`config.mk`:
```
export PLATFORM = sky130hd
export DESIGN_NAME = id_ex_stage
export DESIGN_NICKNAME = d
export VERILOG_FILES = /design/src/rtl/id_ex_stage.sv
export SDC_FILE = /design/constraint.sdc
export NUM_CORES = 1
export LEC_CHECK = 0
export ABC_CLOCK_PERIOD_IN_PS = 1900
export BUFFER_PORTS_ARGS = -buffer_cell sky130_fd_sc_hd__buf_4
export CAP_MARGIN = 20
export CORE_AREA = 2 2 125 127
export CTS_BUF_LIST = sky130_fd_sc_hd__clkbuf_2
export CTS_CLUSTER_SIZE = 28
export DETAILED_ROUTE_END_ITERATION = 12
export DIE_AREA = 0 0 127 129
export PLACE_DENSITY = 0.72
export RECOVER_POWER = 100
export SYNTH_ARGS = -nofsm -noshare
export SYNTH_HDL_FRONTEND = slang
export SYNTH_SLANG_ARGS = --single-unit
export TNS_END_PERCENT = 5
```
`constraint.sdc`:
```
create_clock -name i_clk -period 1.9 [get_ports i_clk]
set_input_delay 0.38 -clock i_clk [delete_from_list [all_inputs] [get_ports i_clk]]
set_output_delay 0.38 -clock i_clk [all_outputs]
set_load 0.03 [all_outputs]
```
`src/rtl/id_ex_stage.sv`:
```
`timescale 1ns/1ps
// ---------------------------------------------------------------------------
// id_ex_stage
//
// ID/EX pipeline register of the 5-stage core. Captures the operands,
// immediate, PC+4, source fields and control bundle of the ID instruction on
// each rising edge. It also detects load-use hazards, stalls the front end
// and inserts a bubble into EX. A branch/jump flush kills the ID instruction.
// A saturating counter records the number of stall cycles.
//
// Ports
//   i_clk, i_reset        rising-edge clock, synchronous active-high reset
//   i_valid, i_flush      ID holds a valid instruction / kill it
//   i_rs, i_rt, i_rd      register fields of the ID instruction
//   i_read_data_1/2       register-file operands
//   i_imm, i_pc_plus4     sign-extended immediate, PC+4
//   i_ctrl                {reg_write, mem_to_reg, mem_read, mem_write,
//                          reg_dst, alu_src, alu_op[1:0]}
//   o_stall               hold PC and IF/ID this cycle (combinational)
//   o_valid, o_ctrl       EX instruction valid, registered control bundle
//   o_read_data_1/2, o_imm, o_pc_plus4, o_rs, o_rt, o_write_reg
//                         registered EX fields
//   o_stall_count         saturating count of stall cycles
// ---------------------------------------------------------------------------
module id_ex_stage #(
    parameter int B = 32,
    parameter int W = 5
) (
    input  logic         i_clk,
    input  logic         i_reset,
    input  logic         i_valid,
    input  logic         i_flush,
    input  logic [W-1:0] i_rs,
    input  logic [W-1:0] i_rt,
    input  logic [W-1:0] i_rd,
    input  logic [B-1:0] i_read_data_1,
    input  logic [B-1:0] i_read_data_2,
    input  logic [B-1:0] i_imm,
    input  logic [B-1:0] i_pc_plus4,
    input  logic [7:0]   i_ctrl,
    output logic         o_stall,
    output logic         o_valid,
    output logic [7:0]   o_ctrl,
    output logic [B-1:0] o_read_data_1,
    output logic [B-1:0] o_read_data_2,
    output logic [B-1:0] o_imm,
    output logic [B-1:0] o_pc_plus4,
    output logic [W-1:0] o_rs,
    output logic [W-1:0] o_rt,
    output logic [W-1:0] o_write_reg,
    output logic [15:0]  o_stall_count
);

    // Bit positions inside the control bundle.
    localparam int CTRL_MEM_READ = 5;
    localparam int CTRL_REG_DST  = 3;

    localparam logic [15:0] COUNT_MAX = 16'hFFFF;

    logic         hazard;
    logic         bubble;
    logic [W-1:0] write_reg_next;

    // A load in EX whose destination (non-zero) is read by the valid ID
    // instruction. This depends only on EX state and the ID register fields,
    // never on the read data, so it stays off the register-file timing path.
    // NOTE: every always_comb output gets a default first so no latch is inferred.
    always_comb begin
        hazard = 1'b0;
        if (o_valid && o_ctrl[CTRL_MEM_READ] && (o_rt != '0) && i_valid &&
            ((o_rt == i_rs) || (o_rt == i_rt))) begin
            hazard = 1'b1;
        end
    end

    // A flush kills the ID instruction, so no stall is needed.
    assign o_stall = hazard && !i_flush;

    // A flush or a hazard loads a bubble.
    assign bubble = i_flush || hazard;

    // The destination register is resolved before the pipeline register.
    assign write_reg_next = i_ctrl[CTRL_REG_DST] ? i_rd : i_rt;

    // NOTE: sequential state uses non-blocking assignments so every register
    // samples pre-edge values regardless of statement order.
    always_ff @(posedge i_clk) begin
        if (i_reset) begin
            o_valid       <= 1'b0;
            o_ctrl        <= '0;
            o_read_data_1 <= '0;
            o_read_data_2 <= '0;
            o_imm         <= '0;
            o_pc_plus4    <= '0;
            o_rs          <= '0;
            o_rt          <= '0;
            o_write_reg   <= '0;
            o_stall_count <= '0;
        end else begin
            if (bubble) begin
                o_valid <= 1'b0;
                o_ctrl  <= '0;
            end else begin
                o_valid <= i_valid;
                o_ctrl  <= i_valid ? i_ctrl : '0;
            end

            // Data fields are captured even for bubbles. Only valid and
            // control are cleared, so a bubble has no side effects.
            o_read_data_1 <= i_read_data_1;
            o_read_data_2 <= i_read_data_2;
            o_imm         <= i_imm;
            o_pc_plus4    <= i_pc_plus4;
            o_rs          <= i_rs;
            o_rt          <= i_rt;
            o_write_reg   <= write_reg_next;

            if (o_stall && (o_stall_count != COUNT_MAX)) begin
                o_stall_count <= o_stall_count + 16'd1;
            end
        end
    end

endmodule

```
==> metrics.md <==
| Metric | Value |
|---|---|
| Antenna violations before repair | 0 |
| CP startpoint | o_rt[2]$_SDFF_PP0_ |
| Routed Wire Length | 18600 um |
| RSZ-0062 raised after global routing | true |
| CTS tree | yes |
| Worst min-delay path class | in -> reg |
| PD cells | 726 nW/um^2 |
| Post-route clock period utilization | 130% |
| Max VDD drop | 0.418 mV |
| Yosys warns | 0 |
| Vias in the first global route | 5376 |
| Critical Path Start Type | flop |
| Drt pass-1 iters | 4 |
| Hold slack | 185 ps |
| Clock Tree Buf Depth | 2 |
| Final Skew | 20.8 ps |
| Total gr overflow | 0 |
| # H-tree levels | 4 |
| Share of cells above drive strength 1 | 43.7% |
| Top layer in use | met4 |
| Post-Syn Area | 5150 sq um |
| Clk_lat worst skew | 740 ps |
| Die Y-Extent | 129 um |
| Finished Cell Area | 9680 sq um |
| Fill count | 1150 |
| Initial core utilization | 34.4% |
| Routed met2 length | 9410 um |
| DIE AREA | 16400 sq um |
| Worst r2r src | o_rt[0]$_SDFF_PP0_ |
| Diode count | 0 |
| Worst Max-Slew Pin Slew | 949 ps |
| Final nets | 1122 |
| Clk sink count | 168 |
| Area Growth Syn to Fin | 88.0% |
| Critical path arrival | 2090 ps |
| Wirelength per Cell | 16.0 um |
| Pin count of the biggest net entering global routing | 35 |
| Sequential-to-total area share from yosys stat | 65.3% |
| Mapped Cells | 451 |
| Flops & latches, synth | 168 |
| FP Rows | 45 |
| CP required | 1520 ps |
| Fmax | 405 MHz |
| Worst R2R End | o_stall_count[7]$_SDFFE_PP0P_ |
| Worst path max stage delay | 390 ps |
| Global-route wire length before repair | 27700 um |
| Setup WS post-layout | -568 ps |
| CTS buffer count | 17 |
| Worst R2R Path Depth | 7 |
| Port Buffers | 323 |
| Synth cell types | 35 |
| Critical path class | reg -> out |
| Die Wd | 127 um |
| Crit path to | o_stall |
| Inst Count DP | 967 |
| Final Setup Violations | 90 |
| Overall Global Routing Usage | 22.0% |
| Mapped Nets | 607 |
| Final Hold Viols | 0 |
| Final Max Slew Viols | 0 |
| Root buffer cell | clkbuf_2 |
| ANT nets after route | 0 |
| Outcome | finished with violations |
| WL met1 | 7010 um |
| Final Critical Period | 2470 ps |
| Slowest-stage cell, CP | dfxtp_2 |
| R2r setup slk | -30 ps |
| Critical-path cell list | or3_4 -> o311a_4 -> inv_4 -> nor3_4 -> buf_6 |
| Slew HR | 36.7% |
| Leak | 4.54 nW |
| Final cell count without fillers | 1165 |
| DRC Markers | 0 |
| WL met3 | 1510 um |
| Crit path capture type | output pin |
| Vias per cell | 4.42 |
| Initial DRC count | 234 |
| Maximum capacitance violations | 0 |
| Placed instance area | 7990 sq um |
| Post-DP HPWL | 10900 um |
| CP max FO | 3 |
| Core Region | 15000 sq um |
| Worst-path clk slew | 240 ps |
| Via count | 5153 |
| # IOs | 324 |
| Failing checks | negative setup slack |
| GP Congestion | 0.772 |
| Syn_area_per_cell | 11.4 sq um |
-- how the worst min path moves through the flow --
stage                     cells after the start                            from                              to
after global routing                          6                         i_flush  o_stall_count[14]$_SDFFE_PP0P_
after CTS                                     6                         i_flush  o_stall_count[14]$_SDFFE_PP0P_
after floorplan                               1                       i_ctrl[0]            o_ctrl[0]$_SDFF_PP0_
after detailed placement                      2  o_stall_count[11]$_SDFFE_PP0P_  o_stall_count[11]$_SDFFE_PP0P_
final                                         6                         i_flush  o_stall_count[14]$_SDFFE_PP0P_
after global placement                        2  o_stall_count[11]$_SDFFE_PP0P_  o_stall_count[11]$_SDFFE_PP0P_
-- final cells by class --
cell class | instances | area (sq um) | share of cell area (%)
Clock buffer | 17 | 85.1 | 0.879
Clock inverter | 13 | 148 | 1.53
Inverter | 4 | 17.5 | 0.181
Multi-Input combinational cell | 257 | 1790 | 18.5
Sequential cell | 168 | 3390 | 35.0
Tap cell | 188 | 235 | 2.43
Timing Repair Buffer | 518 | 4020 | 41.5
-- cells in the final DEF (no fill, tap or decap), types with 4 or more instances in the layout --
master,instances
clkbuf_4,4
nand3_1,6
buf_6,10
o31ai_1,6
buf_4,187
nand4_1,5
clkbuf_2,162
a21oi_1,4
and2_1,8
nor2_1,18
dfxtp_1,154
nor2b_1,145
mux2_2,6
xor2_1,10
dlygate4sd3_1,161
mux2i_1,5
dfxtp_2,12
-- worst max-delay path, delay by kind of cell, from the launching register on --
| kind | cells | cell delay [ps] |
|---|---|---|
| flip-flops | 1 | 390 |
| AO/OA/AOI/OAI | 1 | 340 |
| buffers and inverters | 2 | 220 |
| AND/OR/NAND/NOR | 2 | 420 |
-- metrics by stage --
step                setup slack (ps)  util [%]  power (W)  setup TNS (ps)
floorplan                      -46.1         -    0.00435            -100
global placement               -97.3      53.3    0.00493            -539
detailed placement              -107      53.3    0.00494            -725
CTS                             -693      66.4    0.00713           -1120
global route                    -701      64.6    0.00733           -9030
finish                          -568      64.6    0.00702           -4390
-- synthesized netlist by cell type --
cell type  count  share of area [%]
and4_1         1               0.17
and2_1         8               0.97
and3_1         1               0.12
dfxtp_1      168                 65
nand4b_1       3               0.51
or3_1          2               0.24
and4_4         1               0.22
clkbuf_1      17                1.2
nor2b_1      145                 18
buf_2          3               0.29
nor2_1        18                1.3
or4_1          6               0.87
and3_4         1               0.22
nand2b_1       1               0.12
mux2_2         7                1.5
o21ai_0        1              0.097
o311a_1        2               0.39
mux2i_1        5               0.97
a22oi_1        1               0.15
nor3_1         6               0.58
nand2_2        1               0.12
a21oi_1        7               0.68
o31a_1         1               0.17
o31ai_1        6               0.87
nand3_1        6               0.58
nand4_1        5               0.61
a31o_2         1               0.17
ha_1           1               0.24
nand2_1        2               0.15
inv_1          4               0.29
nor4_1         5               0.61
a311o_4        1               0.39
o21a_1         2               0.29
xor2_1        10                1.7
buf_1          2               0.15
-- metal layers --
layer / GRT usage, % / up-vias
met2: 38.8 / 263
met5: 0 / -
met3: 7.53 / 61
met4: 10.9 / 0
li1: - / 2488
met1: 23.7 / 2341
-- cell families after synthesis --
group	count (synthesis)	synth area share [%]
fa+ha+maj	1	0.243
xor+xnor	10	1.70
compound gates	22	3.21
mux	12	2.50
buf+inv	26	1.97
flops	168	65.3
simple gates	212	25.0
-- power by group --
group | total, W | switching [W] | internal [W] | leakage [nW]
combinational | 0.00135 | 0.000685 | 0.000667 | 3.01
sequential | 0.00376 | 0.0000572 | 0.00370 | 1.40
clock | 0.00191 | 0.00130 | 0.000609 | 0.135
-- repair_timing --
action                     CTS  global route
hold endpoints to repair   156             0
gates cloned                 1             0
hold buffers               161             0
pin swaps                    8            13
setup endpoints to repair    3            36
gates resized for setup     16            37
setup buffers                4             2
Note: power is estimated with default switching activity, not from simulation.
